### src/rtl/mul_seq.sv
// Sequential 32x32 multiplier, low 32 bits of the product, with optional accumulate (MUL/MLA).
// Uses one shift-and-add step per cycle through an external shared ALU that
// is fixed to the ADD command. The optional ACC cycle adds rn to the product.
// With EARLY_TERM set, iteration stops once no set multiplier bits remain.
module mul_seq #(
  parameter int unsigned EARLY_TERM  = 1,
  // Value of ADD_ALU_CMD in the shared constants file (the ADD data-processing opcode).
  parameter logic [3:0]  ADD_ALU_CMD = 4'b0100
) (
  input  logic        clk,
  input  logic        rst,          // asynchronous, active-low
  input  logic        start,
  input  logic        accumulate,
  input  logic [31:0] rm,
  input  logic [31:0] rs,
  input  logic [31:0] rn,
  input  logic [3:0]  sr_in,        // {z,c,n,v}
  input  logic [31:0] alu_res,
  output logic [31:0] alu_val_1,
  output logic [31:0] alu_val_2,
  output logic [3:0]  alu_exec_cmd,
  output logic        busy,
  output logic        stall,
  output logic        done,
  output logic [31:0] result,
  output logic [3:0]  status_out    // {z,c,n,v}
);

  typedef enum logic [1:0] {IDLE, ITER, ACC, DONE} state_e;

  state_e      state_q;
  logic [31:0] product_q;
  logic [31:0] mcand_q;
  logic [31:0] mplier_q;
  logic [31:0] rn_q;
  logic [5:0]  count_q;
  logic        acc_q;
  logic        sr_c_q;
  logic        sr_v_q;
  // Set once an operation has been started; keeps z at 0 straight out of reset.
  logic        valid_q;

  logic [31:0] mplier_d;
  logic        last_iter;

  // Shifted multiplier and the loop-exit decision for the current ITER cycle.
  always_comb begin
    mplier_d  = mplier_q >> 1;
    last_iter = (count_q == 6'd31) || ((EARLY_TERM != 0) && (mplier_d == '0));
  end

  // Control FSM and datapath registers.
  // NOTE: sequential state uses non-blocking assignments only, so every
  // register samples the values from before the edge.
  always_ff @(posedge clk or negedge rst) begin
    if (!rst) begin
      state_q   <= IDLE;
      product_q <= '0;
      mcand_q   <= '0;
      mplier_q  <= '0;
      rn_q      <= '0;
      count_q   <= '0;
      acc_q     <= 1'b0;
      sr_c_q    <= 1'b0;
      sr_v_q    <= 1'b0;
      valid_q   <= 1'b0;
    end else begin
      case (state_q)
        IDLE: begin
          if (start) begin
            mcand_q   <= rm;
            mplier_q  <= rs;
            rn_q      <= rn;
            acc_q     <= accumulate;
            sr_c_q    <= sr_in[2];
            sr_v_q    <= sr_in[0];
            product_q <= '0;
            count_q   <= '0;
            valid_q   <= 1'b1;
            state_q   <= ITER;
          end
        end
        ITER: begin
          if (mplier_q[0]) begin
            product_q <= alu_res;
          end
          mcand_q  <= mcand_q << 1;
          mplier_q <= mplier_d;
          count_q  <= count_q + 6'd1;
          if (last_iter) begin
            state_q <= acc_q ? ACC : DONE;
          end
        end
        ACC: begin
          product_q <= alu_res;
          state_q   <= DONE;
        end
        DONE: begin
          state_q <= IDLE;
        end
        default: begin
          state_q <= IDLE;
        end
      endcase
    end
  end

  // ALU operand steering; both operands are zero outside ITER and ACC.
  // NOTE: every output of this block gets a default first, so no latch is inferred.
  always_comb begin
    alu_val_1 = '0;
    alu_val_2 = '0;
    case (state_q)
      ITER: begin
        alu_val_1 = product_q;
        alu_val_2 = mcand_q;
      end
      ACC: begin
        alu_val_1 = product_q;
        alu_val_2 = rn_q;
      end
      default: begin
      end
    endcase
  end

  assign alu_exec_cmd = ADD_ALU_CMD;
  assign busy         = (state_q != IDLE);
  assign done         = (state_q == DONE);
  // rst gates the start term so that stall stays low while reset is held.
  assign stall        = rst & ((start & (state_q == IDLE)) | (busy & (state_q != DONE)));
  assign result       = product_q;
  assign status_out   = {valid_q & (product_q == '0), sr_c_q, product_q[31], sr_v_q};

endmodule

### config.mk
export PLATFORM = sky130hd
export DESIGN_NAME = mul_seq
export DESIGN_NICKNAME = d
export VERILOG_FILES = /design/src/rtl/mul_seq.sv
export SDC_FILE = /design/constraint.sdc
export NUM_CORES = 1
export LEC_CHECK = 0
export BUFFER_PORTS_ARGS = -buffer_cell sky130_fd_sc_hd__buf_2
export CAP_MARGIN = 25
export CORE_ASPECT_RATIO = 0.7
export CORE_MARGIN = 10
export CORE_UTILIZATION = 45
export DETAILED_ROUTE_END_ITERATION = 10
export PLACE_DENSITY_LB_ADDON = 0.05
export RECOVER_POWER = 25
export SYNTH_ARGS = -nofsm -noshare
export SYNTH_HDL_FRONTEND = slang
export SYNTH_SLANG_ARGS = --single-unit
### constraint.sdc
create_clock -name clk -period 1.9 [get_ports clk]
set_input_delay 0.285 -clock clk [delete_from_list [all_inputs] [get_ports clk]]
set_output_delay 0.285 -clock clk [all_outputs]
set_load 0.03 [all_outputs]
# Word level (Yosys, flattened, before mapping)
# Cells that the tools add are included.
[word_totals]
register_bits = 140
out_inout_bits = 107
in_bits = 136
latch_bits = 0
mem_bits_ro = 0
word_cells = 51
mem_bits_rw = 0
mem_count = 0
[op_classes]
n_reduce_logical = 12
add_sub_neg = 1
mul = 0
div = 0
magnitude_cmp = 0
shifts = 0
n_eq_ne = 8
muxes = 15
n_bitwise = 5
[op_table]
columns = ["op", "n"]
rows = [
  ["$pmux 32 s2", 3],
  ["$mux 32", 5],
  ["$pmux 32 s3", 1],
  ["$logic_not 32->1", 2],
  ["$pmux 6 s2", 1],
  ["$ne 2x2->1 const B", 4],
  ["$pmux 2 s4", 1],
  ["$add 6x1->6 const B", 1],
  ["$eq 6x5->1 const B", 1],
  ["$mux 6", 1],
  ["$reduce_and 2->1", 3],
  ["$and 1x1->1", 4],
  ["$eq 2x2->1 const B", 2],
  ["$mux 2", 2],
  ["$reduce_bool 2->1", 2],
  ["$reduce_and 3->1", 1],
  ["$reduce_bool 3->1", 1],
  ["$eq 2x1->1 const B", 1],
  ["$logic_not 2->1", 1],
  ["$reduce_or 2->1", 1],
  ["$logic_or 1x1->1", 1],
  ["$mux 1", 1],
  ["$or 1x1->1", 1],
]

# Logic depth before layout (Yosys ltp)
[logic_depth]
ltp_word = 4
ltp_mapped = 10
mapped_depth_nobuf = 6

# Least setup slack after synthesis
# OpenSTA, ideal clock, no wires.
[synth_path]
path_kind = "register to output"
startpoint = "register state_q[0]"
endpoint = "output port stall"
stages_incl_launch_ff = 7
arrival_ns = 1.990
setup_slack_ns = -0.375
path_buffers = 2
path_cell_list = "dfrtp_1 -> inv_1 -> ha_1 -> buf_6 -> inv_1 -> clkbuf_1 -> a211oi_1"
[synth_between]
elab_chain_len = 4
word_cells_on_any_way = 7
[synth_rtl]
columns = ["element", "line", "text"]
rows = [
  ["from (decl)", "31", "state_e state_q;"],
  ["from (signal assigned)", "91", "state_q <= acc_q ? ACC : DONE;"],
  ["$reduce_bool 2->1", "128", "assign busy = (state_q != IDLE);"],
  ["net busy", "22", "output logic busy,"],
  ["$and 1x1->1", "131", "assign stall = rst & ((start & (state_q == IDLE)) | (busy & (state_q != DONE)));"],
  ["$or 1x1->1", "131", ""],
  ["$and 1x1->1", "131", ""],
  ["to (decl)", "23", "output logic stall,"],
]
# The timed path passes the listed nets, and every way through them passes these cells.

# Worst setup path after layout
[layout_path]
startpoint = "register state_q[1]"
endpoint = "output port alu_val_2[27]"
[layout_between]
elab_chain_len = 2
word_cells_on_any_way = 3
[layout_rtl]
columns = ["element", "line", "text"]
rows = [
  ["$eq 2x2->1 or $eq 2x1->1 (tied branches)", "113", "case (state_q)"],
  ["$pmux 32 s2 *", "113", ""],
  ["to (decl)", "20", "output logic [31:0] alu_val_2,"],
]
# Every way passes the cells marked *; elsewhere a longest branch is shown, timed or not.

==> impl_metrics.tcl <==
set metrics [dict create \
    globalplace.congestion 0.831 \
    internal_power_mw 13.6 \
    slew_headroom -0.217 \
    fin_crit_sh 1.09 \
    die_area_mm2 0.0211 \
    grt_pass1_vias 6491 \
    antenna_found_initial 3 \
    avgSynthCellArea_um2 9.90 \
    crit_start "state_q[1]" \
    hold_path.class "in2reg" \
    cpMostUsedCell "buf_6" \
    cts_sinks 140 \
    synth_cell_types 38 \
    synth_edf_count 0 \
    async_flop_share 1.00 \
    crit_end "alu_val_2[27]" \
    clockBufferDepth 2 \
    vias 6499 \
    die_h_um 125 \
    instances_no_fill 1186 \
    cp-start-kind "register" \
    grt_start_max_net_pins 141 \
    clock_power_share 0.152 \
    grt_pass1_wl_um 35700 \
    cp_data_required_time_ns 1.62 \
    die_w_um 170 \
    wl_per_cell_um 20.2 \
    power.switching_mw 9.87 \
    finalWorstPathRequiredPeriod_ns 2.06 \
    tightest_slew_ns 1.82 \
    cts_max_level 4 \
    combPwrFrac 0.610 \
    path_buf_inv 3 \
    leakage_nw 5.08 \
    layout.nets 1112 \
    slowest_stage "dfrtp_1" \
    syn-instance-count 711 \
    ys_seq_area_frac 0.498 \
    reg2reg_depth 8 \
    outcome "finished, violations left" \
    syn_area_mm2 0.00704 \
    drt_wl_total_um 23900 \
    ys_ff_latch 140 \
    rsz0062_at_grt "yes" \
    critPathArrivalTime_ns 1.78 \
    peakVddDrop_uv 974 \
    drive_above_1_share 0.494 \
    synthTopCellsByArea "dfrtp_1, mux2i_1, mux2_2, nand2_1, a22oi_1" \
    cp.depth 6 \
    worst_clock_skew_ns 0.00410 \
    setup_viol 68 \
    synth_top_area_cell "dfrtp_1" \
    overflow 0 \
    power_mw 23.4 \
    hold-worst-slack_ns 0.0942 \
    track_usage 0.208 \
    core_area_mm2 0.0154 \
    synth.top_cell.area_share 0.498 \
    clk_latency_ns 0.42 \
    layout_setup_ws_ns -0.164 \
    rows 38 \
    clk_pin_slew_ns 0.06 \
    ioPinCount 243 \
    violations "capacitance limit, slew limit, setup timing" \
    seqPwrFrac 0.238 \
    ys.flop_type "dfrtp_1" \
    r2r-end "result[29]" \
    worstPathMaxFanout 7 \
    r2r_slack_ns -0.01 \
    portBuffers 236 \
    setup.worst_path.end_class "output pin" \
    dp.cells 1116 \
    critPathMaxStageDelay_ns 0.40 \
    crit_type "reg2out" \
    r2r_start "state_q[0]" \
    drv_slew 141 \
    drc 0 \
    drv_cap 1 \
    drt_first_iter_violations 604 \
    area_growth_pct 51.5 \
    crit_family "buffers and inverters" \
    hpwl_um 15500 \
    powerDensity_mw_per_mm2 2200 \
    worstPathCellList "buf_6, ha_4, clkbuf_16, a22oi_2, nor2b_4, buf_6" \
    max_clock_freq_mhz 485 \
    ys_warn_count 0 \
    hold_viol_final 0 \
    via_per_inst 5.48 \
    detail-route-antenna-nets 0 \
    cts_tree "yes" \
    cts-root-buf "clkbuf_16" \
    drt_pass1_iterations 5 \
    swShare 0.421 \
    cts_buffers 17 \
    initial_core_util 0.457 \
]
==> per-layer routing <==
metal | routed length, um | global-route usage | up-vias
li1 | - | - | 3021
met1 | 10200 | 0.269 | 3216
met2 | 11500 | 0.321 | 236
met3 | 2050 | 0.0782 | 24
met4 | 255 | 0.0547 | 2
met5 | 8 | 0 | -
==> worst min path at each step <==
| stage | end | start | slack (ns) | depth (start not counted) |
|---|---|---|---|---|
| finish | result[14] | alu_res[14] | 0.09 | 3 |
| floorplan | acc_q | rst | -0.01 | 0 |
| global route | result[14] | alu_res[14] | 0.08 | 3 |
| CTS | rn_q[4] | rst | 0.02 | 2 |
| detailed placement | valid_q | valid_q | 0.45 | 1 |
| global placement | valid_q | valid_q | 0.45 | 1 |
==> cell families after synthesis <==
group | count (synthesis) | synth area share
adder cells (fa/ha/maj) | 5 | 0.00889
AND/OR/NAND/NOR | 268 | 0.194
buffers and inverters | 67 | 0.0482
XOR/XNOR | 4 | 0.00498
flip-flops | 140 | 0.498
multiplexers | 79 | 0.119
AO/OA/AOI/OAI | 146 | 0.127
other | 2 | 0.00107
==> sequential cells by signal (all words and copies together) (netlist names) <==
name	flops
acc_q	1
rn_q	32
sr_c_q	1
valid_q	1
count_q	6
state_q	2
result	32
sr_v_q	1
mcand_q	32
mplier_q	32
==> power by group through the flow <==
| stage | registers [mW] | clock network, mW | logic (mW) |
|---|---|---|---|
| 4_1_cts | 5.52 | 3.59 | 12.7 |
| 3_5_place_dp | 5.43 | 0 | 10.2 |
| 5_1_grt | 5.74 | 3.75 | 15.2 |
| 2_1_floorplan | 5.61 | 0 | 6.69 |
| 6_report | 5.58 | 3.56 | 14.3 |
| 3_3_place_gp | 5.36 | 0 | 9.96 |
==> worst min-delay path, cell delays in order <==
cell	delay, ns
buf_2	0.07
nand3_1	0.06
nand2_1	0.06
==> cell type report <==
class                   instances  area [um^2]
fillers                      1153         4740
multi-input cells             506         3700
flip-flops and latches        140         3500
repair buffers                302         2560
clock buffers                  18          439
well taps                     200          250
clock inverters                14          193
inverters                       4         20.0
diodes                          2         5.00
==> cells in the mapped netlist, types with 3 or more instances <==
master    count
nor2b_1      36
nand3_1      34
a22o_1        3
mux2i_1      43
nor2_1        6
buf_4         7
nor3_1        4
and3_1       20
buf_2        19
nand2_1     108
clkbuf_1     30
nand4_1       4
nor4_1       13
xnor2_1       3
and2_1       32
a22oi_1      53
a211oi_1      3
a21oi_1      20
ha_1          5
dfrtp_1     140
buf_6         5
inv_1         4
mux2_2       36
o21ai_0      64
==> what timing repair did <==
| action | CTS | global route |
|---|---|---|
| gates resized for setup | 184 | 62 |
| hold buffers | 0 | 0 |
| endpoints found under the setup margin | 89 | 124 |
| endpoints found under the hold margin | 0 | 0 |
| setup buffers | 17 | 7 |
| pin swaps | 7 | 9 |
| gates cloned | 4 | 10 |
==> per-stage QoR <==
stage / setup WS, ns / TNS [ns] / cell area, um^2 / util
floorplan: -0.0297 / -0.0297 / 7130 / -
global placement: 0.0130 / 0 / 8670 / 0.563
detailed placement: -0.0455 / -0.276 / 8670 / 0.563
CTS: -0.149 / -6.66 / 10200 / 0.663
global route: -0.241 / -13.58 / 10700 / 0.692
finish: -0.164 / -8.47 / 10700 / 0.692
==> placed cells by master (no fill, tap or decap), drive strengths merged, types with 3 or more instances in the layout <==
| master | count |
|---|---|
| ha | 5 |
| a22oi | 53 |
| a22o | 3 |
| dfrtp | 140 |
| and3 | 20 |
| o21ai | 64 |
| and2 | 32 |
| mux2 | 36 |
| nor2 | 6 |
| inv | 6 |
| buf | 290 |
| a21oi | 20 |
| xnor2 | 3 |
| bufinv | 4 |
| nor4 | 13 |
| nand4 | 4 |
| clkinvlp | 3 |
| nand3 | 34 |
| nor3 | 5 |
| clkinv | 5 |
| mux2i | 43 |
| nor2b | 37 |
| a211oi | 3 |
| conb | 4 |
| nand2 | 108 |
| clkbuf | 28 |
Power figures use the tool's default switching activity.
